**config.mk**
```make
export PLATFORM = sky130hd
export DESIGN_NAME = data_mem_responder
export DESIGN_NICKNAME = d
export VERILOG_FILES = /design/src/rtl/dmem_pkg.sv /design/src/rtl/dmem_array.sv /design/src/rtl/data_mem_responder.sv
export SDC_FILE = /design/constraint.sdc
export NUM_CORES = 2
export LEC_CHECK = 0
export CORE_MARGIN = 3
export CORE_UTILIZATION = 40
export DETAILED_ROUTE_END_ITERATION = 6
export GPL_TIMING_DRIVEN = 1
export PLACE_DENSITY_LB_ADDON = 0.25
export SLEW_MARGIN = 20
export SYNTH_ARGS = -nofsm -noshare
export SYNTH_HDL_FRONTEND = slang
export SYNTH_SLANG_ARGS = --single-unit
```
**constraint.sdc**
```tcl
create_clock -name clk -period 4.9 [get_ports clk]
set_input_delay 1.225 -clock clk [delete_from_list [all_inputs] [get_ports clk]]
set_output_delay 1.225 -clock clk [all_outputs]
set_load 0.02 [all_outputs]
```
**src/rtl/dmem_pkg.sv**
```systemverilog
// Shared constants and FSM encoding for the data memory responder.
// The CLEAR state exists only when DMEM_RESET_CLEAR_EN is defined.
package dmem_pkg;

    localparam int ADDR_W      = 6;
    localparam int DATA_W      = 32;
    localparam int DEPTH       = 64;
    localparam int LATENCY_DEF = 5;
    localparam int CNT_W       = 4;

`ifdef DMEM_RESET_CLEAR_EN
    typedef enum logic [1:0] {IDLE, BUSY, DONE, CLEAR} state_e;
`else
    typedef enum logic [1:0] {IDLE, BUSY, DONE} state_e;
`endif

endpackage

```
**src/rtl/dmem_array.sv**
```systemverilog
// 64x32 block storage: one synchronous write port, one asynchronous read port.
// Contents are never reset; clearing is done by the responder's sweep.
module dmem_array
    import dmem_pkg::*;
(
    input  logic              clk,
    input  logic              we_i,
    input  logic [ADDR_W-1:0] waddr_i,
    input  logic [DATA_W-1:0] wdata_i,
    input  logic [ADDR_W-1:0] raddr_i,
    output logic [DATA_W-1:0] rdata_o
);

    logic [DATA_W-1:0] mem_q [DEPTH];

    always_ff @(posedge clk) begin
        if (we_i) begin
            mem_q[waddr_i] <= wdata_i;
        end
    end

    assign rdata_o = mem_q[raddr_i];

endmodule

```
**src/rtl/data_mem_responder.sv**
```systemverilog
// Fixed-latency block memory responder for a cache controller (busywait handshake).
// Define DMEM_RESET_CLEAR_EN to zero all 64 blocks after every reset release.
module data_mem_responder
    import dmem_pkg::*;
#(
    parameter int LATENCY = LATENCY_DEF
)
(
    input  logic              clk,
    input  logic              reset,
    input  logic              read,
    input  logic              write,
    input  logic [ADDR_W-1:0] address,
    input  logic [DATA_W-1:0] writedata,
    output logic [DATA_W-1:0] readdata,
    output logic              busywait
);

    localparam logic [CNT_W-1:0] CNT_LOAD = CNT_W'(LATENCY - 2);

    state_e            state_q, state_d;
    logic [CNT_W-1:0]  cnt_q, cnt_d;
    logic [DATA_W-1:0] readdata_q, readdata_d;
    logic [ADDR_W-1:0] addr_q, addr_d;
    logic [DATA_W-1:0] wdata_q, wdata_d;
    logic              wr_op_q, wr_op_d;

    logic              req;
    logic              accept;
    logic              commit;
    logic              mem_we;
    logic [ADDR_W-1:0] mem_waddr;
    logic [DATA_W-1:0] mem_wdata;
    logic [DATA_W-1:0] mem_rdata;

`ifdef DMEM_RESET_CLEAR_EN
    logic [ADDR_W-1:0] clr_addr_q, clr_addr_d;
`endif

    // Exactly one of read/write forms a request; both high is ignored.
    assign req = read ^ write;

    always_ff @(posedge clk or posedge reset) begin
        if (reset) begin
`ifdef DMEM_RESET_CLEAR_EN
            state_q    <= CLEAR;
            clr_addr_q <= '0;
`else
            state_q    <= IDLE;
`endif
            cnt_q      <= '0;
            readdata_q <= '0;
        end else begin
`ifdef DMEM_RESET_CLEAR_EN
            clr_addr_q <= clr_addr_d;
`endif
            state_q    <= state_d;
            cnt_q      <= cnt_d;
            readdata_q <= readdata_d;
        end
    end

    always_ff @(posedge clk) begin
        addr_q  <= addr_d;
        wdata_q <= wdata_d;
        wr_op_q <= wr_op_d;
    end

    always_comb begin
        state_d = state_q;
        cnt_d   = cnt_q;
`ifdef DMEM_RESET_CLEAR_EN
        clr_addr_d = clr_addr_q;
`endif
        case (state_q)
            IDLE: begin
                if (req) begin
                    state_d = BUSY;
                    cnt_d   = CNT_LOAD;
                end
            end
            BUSY: begin
                if (cnt_q == '0) begin
                    state_d = DONE;
                end else begin
                    cnt_d = cnt_q - CNT_W'(1);
                end
            end
            DONE: state_d = IDLE;
`ifdef DMEM_RESET_CLEAR_EN
            CLEAR: begin
                clr_addr_d = clr_addr_q + ADDR_W'(1);
                if (clr_addr_q == ADDR_W'(DEPTH - 1)) begin
                    state_d = IDLE;
                end
            end
`endif
            default: state_d = IDLE;
        endcase
    end

    always_comb begin
        busywait  = 1'b0;
        accept    = 1'b0;
        commit    = 1'b0;
        mem_we    = 1'b0;
        mem_waddr = addr_q;
        mem_wdata = wdata_q;
        case (state_q)
            IDLE: begin
                busywait = req;
                accept   = req;
            end
            BUSY: begin
                busywait = 1'b1;
                commit   = (cnt_q == '0);
                mem_we   = (cnt_q == '0) && wr_op_q;
            end
`ifdef DMEM_RESET_CLEAR_EN
            CLEAR: begin
                busywait  = 1'b1;
                mem_we    = 1'b1;
                mem_waddr = clr_addr_q;
                mem_wdata = '0;
            end
`endif
            default: begin
                busywait = 1'b0;
            end
        endcase
    end

    // Latched request is frozen for the whole access so later input changes are ignored.
    assign addr_d     = accept ? address   : addr_q;
    assign wdata_d    = accept ? writedata : wdata_q;
    assign wr_op_d    = accept ? write     : wr_op_q;
    assign readdata_d = (commit && !wr_op_q) ? mem_rdata : readdata_q;
    assign readdata   = readdata_q;

    dmem_array u_array (
        .clk     (clk),
        .we_i    (mem_we && !reset),
        .waddr_i (mem_waddr),
        .wdata_i (mem_wdata),
        .raddr_i (addr_q),
        .rdata_o (mem_rdata)
    );

endmodule

```
==> results.sh <==
export IMPL_status="finished, final reports clean"
export IMPL_vias=45100
export IMPL_synth_area_leaders="edfxtp_1 (77%), mux4_2 (4.7%), mux2_2 (2.8%)"
export IMPL_p_per_area_nw_per_um2=468
export IMPL_grt_pass1_vias=43500
export IMPL_fp_dieArea_um2=209000
export IMPL_synth_edff_count=2087
export IMPL_synth_seq_cells=2125
export IMPL_finalHoldViolCount=0
export IMPL_drc=0
export IMPL_fin_crit_sh_pct=78.9
export IMPL_hold_buffers=0
export IMPL_antenna_found_initial=17
export IMPL_cts_sinks=2125
export IMPL_grt_usage_pct=23.9
export IMPL_crit_type="in -> out"
export IMPL_wl_per_cell_um=34.6
export IMPL_worst_slew_pin_slew_ns=1.11
export IMPL_p_sw_share_pct=27.2
export IMPL_ys_warn_count=0
export IMPL_period_minus_slack_ns=3.87
export IMPL_pin_count=75
export IMPL_synth_commonest_cells="edfxtp_1 (2087), mux2_2 (200), a221oi_1 (180)"
export IMPL_async_flop_share_pct=1.79
export IMPL_rr_startpoint="addr_q[0]"
export IMPL_syn_cell_area_um2=81300
export IMPL_cts_buffers=215
export IMPL_cp_max_fo=2
export IMPL_firstDrtPassIters=6
export IMPL_report_final_slew_viol_count=0
export IMPL_fill_cells=16700
export IMPL_fp_dieW_um=457
export IMPL_required_ns=3.67
export IMPL_core_um2=201000
export IMPL_layout_drive_gt1_share_pct=22.2
export IMPL_syn_inst=4238
export IMPL_hold_path_class="reg -> reg"
export IMPL_syn_area_per_cell_um2=19.2
export IMPL_clock_skew_ns=0.0475
export IMPL_htree_levels=4
export IMPL_p_seq_share_pct=48.2
export IMPL_p_sw_w=0.0120
export IMPL_p_int_w=0.0320
export IMPL_drt_iter0_drc=6147
export IMPL_clkTransAtPathRegs_ns=0.06
export IMPL_via_per_inst=6.15
export IMPL_rows=164
export IMPL_synth_top_area_cell="edfxtp_1"
export IMPL_port_buffers=74
export IMPL_gp_congestion=0.860
export IMPL_start_util_pct=40.5
export IMPL_arrival_ns=2.64
export IMPL_setup_violations=0
export IMPL_worst_setup_path_start_kind="input pin"
export IMPL_final_net_count=4543
export IMPL_tns_ns=0
export IMPL_rsz0062_at_grt="false"
export IMPL_place_detailed_hpwl_um=151000
export IMPL_max_clock_freq_mhz=259
export IMPL_grt_max_degree=87
export IMPL_post_synth_top_count_cell="edfxtp_1"
export IMPL_p_comb_share_pct=14.8
export IMPL_grt_pass1_wl_um=354000
export IMPL_yosysSeqAreaShare_pct=78.2
export IMPL_synth_nets=4281
export IMPL_p_clk_share_pct=37.0
export IMPL_cts_buffer_depth=3
export IMPL_drv_cap=0
export IMPL_die_h_um=457
export IMPL_setup_worst_path_start="write"
export IMPL_hp_start="cnt_q[0]"
export IMPL_post_cts_resized=0
export IMPL_synth_ff_type="edfxtp_1"
export IMPL_cp_end_kind="primary output"
export IMPL_gr_total_overflow=0
export IMPL_synth_top_area_share_pct=77.0
export IMPL_routed_wl_um=254000
export IMPL_ant_nets=0
export IMPL_cts_tree="done"
export IMPL_final_util_pct=46.8
export IMPL_clk_latency_ns=0.87
export IMPL_yosysUniqueCellTypes=69
export IMPL_root_buffer="clkbuf_16"
export IMPL_vdd_ir_drop_max_v=0.000417
export IMPL_max_slew_margin_rel_pct=25.8
export IMPL_regArea_um2=63600
export IMPL_multi_input_area_um2=16800
export IMPL_area_growth_synth_to_final_pct=15.6
export IMPL_leakage_nw=29.7
export IMPL_post_cts_buffers=0
## through the flow
step / hold slack [ns] / power, W / area (um2) / setup slack, ns / cells
6_report: 0.515 / 0.0440 / 94000 / 1.03 / 7346
5_1_grt: 0.542 / 0.0452 / 94000 / 0.951 / 7343
4_1_cts: 0.517 / 0.0442 / 94000 / 1.02 / 7343
3_5_place_dp: 0.509 / 0.0280 / 87100 / 0.748 / 6939
3_3_place_gp: 0.489 / 0.0280 / 87100 / 0.786 / 6938
2_1_floorplan: 0.462 / 0.0248 / 81300 / 0.0174 / 4238
## flip-flops by register name, summed over array words and instances, names as in the netlist
name,flops
cnt_q,4
wr_op_q,1
readdata,32
addr_q,6
mem_wdata,32
state_q,2
u_array.mem_q,2048
## layer usage
metal / global-route usage [%] / share of wire (%)
met5: 0 / 0.013
met4: 7.06 / 2.9
met3: 5.82 / 10
met2: 36.4 / 45
met1: 34.4 / 41
## layout by cell type, fill, tap and decap left out, types with 74 or more instances in the layout
cell type,synthesis,layout
nor2_1,160,89
mux4_2,169,169
a221oi_1,180,180
buf_4,52,204
mux2i_1,177,177
edfxtp_1,2087,2087
a21oi_1,140,140
o21ai_0,101,100
mux2_2,200,200
a22oi_1,161,161
clkbuf_16,0,216
nand2_1,102,101
clkdlybuf4s50_1,0,74
## layout make-up
| class | count | area share (%) |
|---|---|---|
| antenna | 3 | 0.00798 |
| clock buffer | 271 | 6.05 |
| clock inverter | 133 | 1.34 |
| multi-input combinational | 1818 | 17.8 |
| sequential | 2125 | 67.7 |
| tap | 2656 | 3.53 |
| timing repair buffer | 331 | 3.54 |
| inverter | 9 | 0.0466 |
## cells by family (layout without fill, tap and decap cells)
kind of cell | Yosys count | count (layout) | synth area share, %
buf+inv | 295 | 744 | 1.92
simple gates | 351 | 351 | 1.88
mux | 550 | 550 | 9.69
compound gates | 913 | 913 | 8.25
other cells | 0 | 3 | 0
fa+ha+maj | 1 | 1 | 0.0154
flops | 2125 | 2125 | 78.2
xor+xnor | 3 | 3 | 0.0323
## path summary, 6_finish.rpt
check / cells after the start / endpoint / slack (ns)
min in group asynchronous: 3 / cnt_q[1] / 0.91
max in group asynchronous: 3 / readdata[19] / 3.36
max reg2reg: 7 / readdata[21] / 1.14
max: 4 / busywait / 1.03
min: 1 / cnt_q[0] / 0.52
min reg2reg: 1 / cnt_q[0] / 0.52
## power by group through the flow
stage | logic (W) | registers, W | clock network (W)
global placement | 0.00640 | 0.0216 | 0
finish | 0.00652 | 0.0212 | 0.0163
floorplan | 0.00294 | 0.0218 | 0
CTS | 0.00648 | 0.0212 | 0.0165
detailed placement | 0.00646 | 0.0216 | 0
global route | 0.00679 | 0.0212 | 0.0172
## critical path: stages
cell and delay (ns):
clkdlybuf4s50_1 0.45, xnor2_1 0.17, a21oi_1 0.17, clkdlybuf4s50_1 0.63
No activity file was read; power rests on OpenSTA's default activity.
